**config.mk**
```make
export PLATFORM = sky130hd
export DESIGN_NAME = adapter_cfg_master
export DESIGN_NICKNAME = d
export VERILOG_FILES = /design/src/rtl/adapter_cfg_master.sv
export SDC_FILE = /design/constraint.sdc
export NUM_CORES = 1
export LEC_CHECK = 0
export ABC_AREA = 1
export CORE_MARGIN = 8
export CORE_UTILIZATION = 45
export DETAILED_ROUTE_END_ITERATION = 10
export PLACE_DENSITY = 0.79
export SYNTH_ARGS = -nofsm -noshare
export SYNTH_HDL_FRONTEND = slang
export SYNTH_SLANG_ARGS = --single-unit
```
**constraint.sdc**
```tcl
create_clock -name m00_axi_aclk -period 2.6 [get_ports m00_axi_aclk]
set_clock_uncertainty 0.1 [all_clocks]
set_input_delay 0.52 -clock m00_axi_aclk [delete_from_list [all_inputs] [get_ports m00_axi_aclk]]
set_output_delay 0.52 -clock m00_axi_aclk [all_outputs]
set_load 0.1 [all_outputs]
```
**src/rtl/adapter_cfg_master.sv**
```systemverilog
// adapter_cfg_master
// AXI4-Lite write initiator. On each accepted command it programs the BRAM
// adapter with four writes: start address, end address, control with reload,
// then control without reload. All outputs come straight from flops.
module adapter_cfg_master #(
   parameter int C_M_AXI_ADDR_WIDTH = 5,
   parameter int C_M_AXI_DATA_WIDTH = 32,
   parameter int BRAM_ADDR_WIDTH    = 12,
   parameter int TIMEOUT_CYCLES     = 256
) (
   input  logic                            m00_axi_aclk,
   input  logic                            m00_axi_areset,
   input  logic                            cmd_valid,
   output logic                            cmd_ready,
   input  logic                            cmd_rw,
   input  logic [BRAM_ADDR_WIDTH-1:0]      cmd_start_addr,
   input  logic [BRAM_ADDR_WIDTH-1:0]      cmd_end_addr,
   output logic                            busy,
   output logic                            done,
   output logic                            error,
   output logic [C_M_AXI_ADDR_WIDTH-1:0]   m00_axi_awaddr,
   output logic [2:0]                      m00_axi_awprot,
   output logic                            m00_axi_awvalid,
   input  logic                            m00_axi_awready,
   output logic [C_M_AXI_DATA_WIDTH-1:0]   m00_axi_wdata,
   output logic [C_M_AXI_DATA_WIDTH/8-1:0] m00_axi_wstrb,
   output logic                            m00_axi_wvalid,
   input  logic                            m00_axi_wready,
   input  logic [1:0]                      m00_axi_bresp,
   input  logic                            m00_axi_bvalid,
   output logic                            m00_axi_bready
);

   typedef enum logic [1:0] {
      ST_IDLE      = 2'd0,
      ST_ADDR_DATA = 2'd1,
      ST_RESP      = 2'd2,
      ST_DONE      = 2'd3
   } state_t;

   // Counter only needs to reach TIMEOUT_CYCLES-1.
   localparam int   TW     = (TIMEOUT_CYCLES > 1) ? $clog2(TIMEOUT_CYCLES) : 1;
   localparam logic TMO_EN = (TIMEOUT_CYCLES != 0);
   localparam logic [TW-1:0] TMO_LAST = TW'(TIMEOUT_CYCLES - 1);

   // Register address for each step of the sequence.
   function automatic logic [C_M_AXI_ADDR_WIDTH-1:0] step_addr(input logic [1:0] step);
      logic [C_M_AXI_ADDR_WIDTH-1:0] a;
      case (step)
         2'd0:    a = C_M_AXI_ADDR_WIDTH'(8'h04);
         2'd1:    a = C_M_AXI_ADDR_WIDTH'(8'h08);
         default: a = C_M_AXI_ADDR_WIDTH'(8'h00);
      endcase
      return a;
   endfunction

   // Write data for each step; step 2 sets reload (bit1), step 3 clears it.
   function automatic logic [C_M_AXI_DATA_WIDTH-1:0] step_data(
      input logic [1:0]                 step,
      input logic                       rw,
      input logic [BRAM_ADDR_WIDTH-1:0] s_addr,
      input logic [BRAM_ADDR_WIDTH-1:0] e_addr
   );
      logic [C_M_AXI_DATA_WIDTH-1:0] d;
      case (step)
         2'd0:    d = C_M_AXI_DATA_WIDTH'(s_addr);
         2'd1:    d = C_M_AXI_DATA_WIDTH'(e_addr);
         2'd2:    d = C_M_AXI_DATA_WIDTH'({1'b1, rw});
         default: d = C_M_AXI_DATA_WIDTH'(rw);
      endcase
      return d;
   endfunction

   state_t                         r_state, w_state_nxt;
   logic [1:0]                     r_step, w_step_nxt;
   logic                           r_rw;
   logic [BRAM_ADDR_WIDTH-1:0]     r_start, r_end;
   logic [TW-1:0]                  r_tmo, w_tmo_d;
   logic                           r_awvalid, w_awvalid_d;
   logic                           r_wvalid, w_wvalid_d;
   logic                           r_bready, w_bready_d;
   logic [C_M_AXI_ADDR_WIDTH-1:0]  r_awaddr, w_awaddr_d;
   logic [C_M_AXI_DATA_WIDTH-1:0]  r_wdata, w_wdata_d;
   logic                           r_cmd_ready, w_cmd_ready_d;
   logic                           r_busy, w_busy_d;
   logic                           r_done, w_done_d;
   logic                           r_error, w_error_d;

   logic w_accept, w_aw_ok, w_w_ok, w_b_hs, w_tmo, w_enter_ad;
   logic w_rw_src;
   logic [BRAM_ADDR_WIDTH-1:0] w_start_src, w_end_src;

   assign w_accept = cmd_valid & r_cmd_ready;
   // A channel is satisfied once its handshake is done or happening now.
   assign w_aw_ok  = ~r_awvalid | m00_axi_awready;
   assign w_w_ok   = ~r_wvalid | m00_axi_wready;
   assign w_b_hs   = r_bready & m00_axi_bvalid;
   assign w_tmo    = TMO_EN && ((r_state == ST_ADDR_DATA) || (r_state == ST_RESP))
                     && (r_tmo == TMO_LAST);
   // In IDLE the command fields are not latched yet, so use the inputs.
   assign w_rw_src    = (r_state == ST_IDLE) ? cmd_rw         : r_rw;
   assign w_start_src = (r_state == ST_IDLE) ? cmd_start_addr : r_start;
   assign w_end_src   = (r_state == ST_IDLE) ? cmd_end_addr   : r_end;

   // State and step register.
   always_ff @(posedge m00_axi_aclk) begin
      if (m00_axi_areset) begin
         r_state <= ST_IDLE;
         r_step  <= 2'd0;
      end else begin
         r_state <= w_state_nxt;
         r_step  <= w_step_nxt;
      end
   end

   // Next-state logic: sequence stepping, error abort and timeout abort.
   always_comb begin
      w_state_nxt = r_state;
      w_step_nxt  = r_step;
      case (r_state)
         ST_IDLE: begin
            if (w_accept) begin
               w_state_nxt = ST_ADDR_DATA;
               w_step_nxt  = 2'd0;
            end else begin
               w_state_nxt = ST_IDLE;
            end
         end
         ST_ADDR_DATA: begin
            if (w_tmo) begin
               w_state_nxt = ST_DONE;
            end else if (w_aw_ok && w_w_ok) begin
               w_state_nxt = ST_RESP;
            end else begin
               w_state_nxt = ST_ADDR_DATA;
            end
         end
         ST_RESP: begin
            if (w_tmo) begin
               w_state_nxt = ST_DONE;
            end else if (w_b_hs && (m00_axi_bresp != 2'b00)) begin
               w_state_nxt = ST_DONE;
            end else if (w_b_hs && (r_step == 2'd3)) begin
               w_state_nxt = ST_DONE;
            end else if (w_b_hs) begin
               w_state_nxt = ST_ADDR_DATA;
               w_step_nxt  = r_step + 2'd1;
            end else begin
               w_state_nxt = ST_RESP;
            end
         end
         ST_DONE: w_state_nxt = ST_IDLE;
         default: w_state_nxt = ST_IDLE;
      endcase
   end

   // Output logic: next values of the registered outputs and timeout counter.
   always_comb begin
      w_enter_ad    = (w_state_nxt == ST_ADDR_DATA) && (r_state != ST_ADDR_DATA);
      w_bready_d    = (w_state_nxt == ST_RESP);
      w_cmd_ready_d = (w_state_nxt == ST_IDLE);
      w_busy_d      = (w_state_nxt != ST_IDLE);
      w_done_d      = (w_state_nxt == ST_DONE);

      if (w_enter_ad) begin
         w_awvalid_d = 1'b1;
      end else if ((w_state_nxt != ST_ADDR_DATA) || (r_awvalid && m00_axi_awready)) begin
         w_awvalid_d = 1'b0;
      end else begin
         w_awvalid_d = r_awvalid;
      end

      if (w_enter_ad) begin
         w_wvalid_d = 1'b1;
      end else if ((w_state_nxt != ST_ADDR_DATA) || (r_wvalid && m00_axi_wready)) begin
         w_wvalid_d = 1'b0;
      end else begin
         w_wvalid_d = r_wvalid;
      end

      if (w_enter_ad) begin
         w_awaddr_d = step_addr(w_step_nxt);
         w_wdata_d  = step_data(w_step_nxt, w_rw_src, w_start_src, w_end_src);
      end else begin
         w_awaddr_d = r_awaddr;
         w_wdata_d  = r_wdata;
      end

      if (w_accept) begin
         w_error_d = 1'b0;
      end else if (w_tmo || ((r_state == ST_RESP) && w_b_hs && (m00_axi_bresp != 2'b00))) begin
         w_error_d = 1'b1;
      end else begin
         w_error_d = r_error;
      end

      if (w_enter_ad) begin
         w_tmo_d = '0;
      end else if (TMO_EN && ((r_state == ST_ADDR_DATA) || (r_state == ST_RESP))) begin
         w_tmo_d = r_tmo + TW'(1);
      end else begin
         w_tmo_d = r_tmo;
      end
   end

   // Output, timeout and latched-command registers.
   always_ff @(posedge m00_axi_aclk) begin
      if (m00_axi_areset) begin
         r_awvalid   <= 1'b0;
         r_wvalid    <= 1'b0;
         r_bready    <= 1'b0;
         r_awaddr    <= '0;
         r_wdata     <= '0;
         r_cmd_ready <= 1'b0;
         r_busy      <= 1'b0;
         r_done      <= 1'b0;
         r_error     <= 1'b0;
         r_tmo       <= '0;
         r_rw        <= 1'b0;
         r_start     <= '0;
         r_end       <= '0;
      end else begin
         r_awvalid   <= w_awvalid_d;
         r_wvalid    <= w_wvalid_d;
         r_bready    <= w_bready_d;
         r_awaddr    <= w_awaddr_d;
         r_wdata     <= w_wdata_d;
         r_cmd_ready <= w_cmd_ready_d;
         r_busy      <= w_busy_d;
         r_done      <= w_done_d;
         r_error     <= w_error_d;
         r_tmo       <= w_tmo_d;
         if (w_accept) begin
            r_rw    <= cmd_rw;
            r_start <= cmd_start_addr;
            r_end   <= cmd_end_addr;
         end
      end
   end

   assign cmd_ready       = r_cmd_ready;
   assign busy            = r_busy;
   assign done            = r_done;
   assign error           = r_error;
   assign m00_axi_awaddr  = r_awaddr;
   assign m00_axi_awprot  = 3'b000;
   assign m00_axi_awvalid = r_awvalid;
   assign m00_axi_wdata   = r_wdata;
   assign m00_axi_wstrb   = {(C_M_AXI_DATA_WIDTH/8){1'b1}};
   assign m00_axi_wvalid  = r_wvalid;
   assign m00_axi_bready  = r_bready;

endmodule
```
Word level (Yosys, flattened, before mapping)
Index checks and enable logic that the tools add are counted.
- word-level logic and storage cells: 80
- input bits: 33
- output and inout port bits: 51
- bits in registers: 81
- multiplexer cells: 23
- bitwise operators: 6
- add/subtract/negate cells: 2
- eq/ne operators: 12
- reduce and logical (&&, ||, !) cells: 22
- operators with widths (operator ; count):
    12-bit one-hot mux with 3 select lines ; 1
    12-bit two-way mux ; 2
    2-bit two-way mux ; 11
    2-bit equality test (second input constant) ; 6
    1-bit logical AND ; 9
    8-bit by 1-bit adder with 8-bit output (second input constant) ; 1
    8-bit equality test (second input constant) ; 1
    2-bit one-hot mux with 4 select lines ; 1
    4-bit one-hot mux with 2 select lines ; 1
    2-bit nonzero test ; 4
    2-bit by 1-bit equality test with 1-bit output (second input constant) ; 3
    2-bit zero test ; 3
    1-bit two-way mux ; 6
    1-bit logical OR ; 4
    2-bit by 1-bit inequality test with 1-bit output (second input constant) ; 2
    2-bit one-hot mux with 2 select lines ; 1
    2-bit OR reduction ; 2
    2-bit by 1-bit adder with 2-bit output (second input constant) ; 1
    1-bit AND ; 2
    1-bit NOT ; 2
    1-bit OR ; 2

Depth between registers and ports, before layout
- depth in word-level cells: 10
- gate-level depth with buffers: 16

Least setup slack after synthesis
OpenSTA, ideal clock, no wires.
- kind: register to register
- start: reg r_cmd_ready (netlist: cmd_ready)
- end: reg r_wdata[10] (netlist: m00_axi_wdata[10])
- cell stages (with the launch flop): 11
- path buffers: 1
- period minus slack after synthesis: 2.367 ns
- slack: 0.233 ns
- arrival time: 2.151 ns
- setup time: 0.115 ns
- data required time: 2.385 ns
- cell sequence: dfxtp_1 -> nand2_1 -> a21oi_2 -> nand2_2 -> nor2_4 -> nand2_4 -> nand2_4 -> clkinv_2 -> buf_6 -> nand2_1 -> nand2_1
- cells in the longest elaborated chain, start to end: 5
- ends and longest elaborated chain (what ; RTL line ; source):
    from (decl) ; 84 ; logic r_cmd_ready, w_cmd_ready_d;
    from (signal assigned) ; 228 ; r_cmd_ready <= w_cmd_ready_d;
    1-bit AND * ; 93 ; assign w_accept = cmd_valid & r_cmd_ready;
    2-bit two-way mux / 1-bit two-way mux (equally long branches) ; 122 ; if (w_accept) begin
    2-bit one-hot mux with 2 select lines / 2-bit one-hot mux with 4 select lines (equally long branches) ; 120 ; case (r_state)
    2-bit equality test (tied with other cells) ; 65 ; case (step)
    12-bit one-hot mux with 3 select lines / 1-bit logical AND (equally long branches) ; 65, 159 ;
    to (signal assigned) ; 227 ; r_wdata <= w_wdata_d;
    to (decl) ; 83 ; logic [C_M_AXI_DATA_WIDTH-1:0] r_wdata, w_wdata_d;
Every way passes the cells marked *; elsewhere a longest branch is shown, timed or not.
A chain may end at the register's enable or synchronous reset.

Final worst setup path
- start: reg r_state[0]
- end: reg r_wdata[10] (netlist: m00_axi_wdata[10])
- cells in the longest elaborated chain, start to end: 7
- ends and longest elaborated chain (what ; RTL line ; source):
    from (decl) ; 74 ; state_t r_state, w_state_nxt;
    from (signal assigned) ; 111 ; r_state <= w_state_nxt;
    2-bit by 1-bit equality test with 1-bit output / 2-bit equality test (equally long branches) ; 98, 120 ;
    1-bit logical OR ; 98 ; assign w_tmo = TMO_EN && ((r_state == ST_ADDR_DATA) || (r_state == ST_RESP))
    1-bit logical AND ; 99 ; && (r_tmo == TMO_LAST);
    2-bit two-way mux (on tied branches) ; 139, 130 ;
    2-bit one-hot mux with 2 select lines / 2-bit one-hot mux with 4 select lines (equally long branches) ; 120 ;
    2-bit equality test (tied with other cells) ; 65 ;
    12-bit one-hot mux with 3 select lines / 1-bit logical AND (equally long branches) ; 65, 159 ;
Parallel ways exist; a longest one is shown, timed or not.

==> metrics <==
root buffer cell clkbuf_8; CP endpoint m00_axi_wdata[10]; Slew Viols, Final 0; synthesized area per cell 6.791 um2; unique cell type count in the Yosys netlist 28; HP Class register to register; share of post-route cells with drive strength above 1 12.12%; DR vias/cell 4.619; maxcap violations 0; Pwr Density 833.9 nW/um2; Worst Setup End Kind register; Worst-Skew Late Latency 0.33 ns; fin area 3640 um2; gr ovfl total 0; Fill cells 599; via count 2642; count leader, synth nand2_1; die area 9539 um2; die width 97.67 um; dpl hpwl 5053 um; RSZ-0062 raised after global routing false; Hold Path Depth 2; antenna violations before repair 0; Net Sw Frac 38.18%; Static Leakage 1.726 nW; setup tns final 0 ns; Finished Layout Cells 572; final wirelength 6904 um; Post-Synthesis Cells 442; H-tree levels 3; pin count of the biggest net entering global routing 41; placed cell count 556; Layout area overhead 21.26%; Critical Path, Cell by Cell inv_1, ha_1, nand2_2, nor2_2, nand2_2, nand3_1, nor2_1, a21oi_1, o21a_2, nand2_1, nand2_1; Logic pwr share 32.4%; Arr. time, crit path 2.48 ns; largest cells by area after synthesis dfxtp_1, nand2_1, buf_4; CTS hold repair buffers 0; DR WL/cell 12.07 um; status completed; highest-delay cell along the critical path ha_1; synthesized flop and latch total 58; Worst Reg-to-Reg Cells 11; die boundary height 97.67 um; Starting DRT DRC Count 175; TritonCTS Buffers 9; Synth Cell Area 3002 um2; ys async rst share 0%; critical register-to-register path startpoint r_state[0]; Achievable Freq 433.8 MHz; DP Area 3383 um2; warnings from Yosys 0; Buffers on Ports 53; CP max stage delay 0.46 ns; Synth top area share 38.68%; CP startpoint r_state[0]; final setup violation count 0; nets 528; Final Cycle Share 88.67%; All-Layer GR Usage 14.76%; Clk pin slew, worst setup/hold paths 0.06 ns; cell-internal power 0.001876 W; worst-path maximum fanout 11; Max Root-Sink Buffers 2; Core Region 6386 um2; Hold Violations, Final 0; sw power 0.001159 W; post-synthesis sequential area ratio 38.68%; Sink Count 58; commonest cells in the netlist nand2_1, dfxtp_1, nor2_1, o21ai_0, inv_1; EDFF count, synth 0; Critical Path Start Type register; register-to-register setup slack 0.29 ns; Peak VDD IR 0.4761 mV; R2R Path End m00_axi_wdata[10]; clock share of power 33.9%; worst endpoint required time 2.78 ns; Reg power frac 33.7%; DRC 0; CP Class register to register; fin crit period 2.305 ns; First-pass DRT Iterations 4; gpl congestion 0.8337; cell taking the most area after synthesis dfxtp_1; Routed Antenna Nets 0; CTS tree built; global-route wire length before repair 11850 um; I/O Pins 84; Initial Util 47.00%; Final Util 56.99%; Most used DFF post-synth dfxtp_1; vias in the first global route 2616; FP Rows 29; Ant. Diodes 0
worst min path at each step:
stage | startpoint | end
floorplan | r_start[10] | r_start[10]
global placement | r_start[3] | r_start[3]
detailed placement | r_start[5] | r_start[5]
CTS | r_start[5] | r_start[5]
global route | r_start[6] | r_start[6]
finish | r_start[5] | r_start[5]
layout make-up:
| class | instances | area [um2] | area share [%] |
|---|---|---|---|
| well taps | 77 | 96.34 | 2.647 |
| clock buffers | 11 | 151.4 | 4.160 |
| flip-flops and latches | 58 | 1161 | 31.90 |
| multi-input cells | 326 | 1483 | 40.74 |
| repair buffers | 56 | 500.5 | 13.75 |
| inverters | 39 | 147.6 | 4.056 |
| clock inverters | 5 | 100.1 | 2.750 |
placed cells by master, fill, tap and decap left out, drive strengths merged:
| cell type | instances |
|---|---|
| nor3 | 3 |
| buf | 24 |
| inv | 37 |
| bufinv | 3 |
| conb | 30 |
| dfxtp | 58 |
| nand2 | 157 |
| a21oi | 20 |
| clkdlybuf4s50 | 32 |
| nor2 | 51 |
| clkinv | 4 |
| a211oi | 2 |
| nor3b | 1 |
| nand4 | 2 |
| clkbuf | 11 |
| ha | 5 |
| nand3 | 7 |
| o21ai | 42 |
| xor2 | 3 |
| xnor2 | 2 |
| o21a | 1 |
registers in the layout, summed over array words and instances (netlist names):
signal and flops:
r_rw 1, cmd_ready 1, busy 1, r_start 12, m00_axi_wvalid 1, m00_axi_wdata 12, r_step 2, m00_axi_awaddr 2
m00_axi_bready 1, error 1, r_state 2, r_end 12, m00_axi_awvalid 1, done 1, r_tmo 8
logic make-up after synthesis:
kind of cell             after synthesis  synth area share (%)
flip-flops                            58                 38.68
AND/OR/NAND/NOR                      221                 30.68
XOR/XNOR                               5                 1.459
buffers and inverters                 86                 15.59
AO/OA/AOI/OAI                         65                 11.25
other                                  2                0.2502
adder cells (fa/ha/maj)                5                 2.084
timing repair:
| item | 4_1_cts | 5_1_grt |
|---|---|---|
| hold endpoints to repair | 0 | 0 |
| gates resized for setup | 0 | 1 |
| setup endpoints to repair | 0 | 3 |
| buffers inserted | 0 | 0 |
through the flow:
stage                     setup WS, ns  total power [W]  hold WS [ns]
after floorplan                 0.2333         0.001868        0.3244
after global placement          0.1812         0.002012        0.3313
after detailed placement        0.1078         0.002024        0.3386
after CTS                       0.1866         0.003052        0.3477
after global routing           0.08556         0.003176        0.3625
final                           0.2946         0.003035        0.3470
worst max-delay path, delay by kind of cell, from the launching register on:
kind	cells	cell delay (ns)
compound gates	2	0.59
buf+inv	1	0.07
fa+ha+maj	1	0.46
flops	1	0.34
simple gates	7	0.67
power by group through the flow:
stage	logic (W)	registers, W	clock network [W]
after floorplan	0.000537	0.00133	0
after global placement	0.000974	0.00104	0
after detailed placement	0.000984	0.00104	0
after CTS	0.000986	0.00102	0.00104
after global routing	0.00106	0.00103	0.00109
final	0.000985	0.00102	0.00103
per-layer routing:
metal / vias up / part of all wire (%) / global-route usage [%]
met1: 1157 / 45 / 17.46
met5: - / 0 / 0
li1: 1398 / - / -
met3: 7 / 6.4 / 4.339
met2: 80 / 47 / 23.49
met4: 0 / 1.3 / 7.809
No activity file was read; power rests on OpenSTA's default activity.
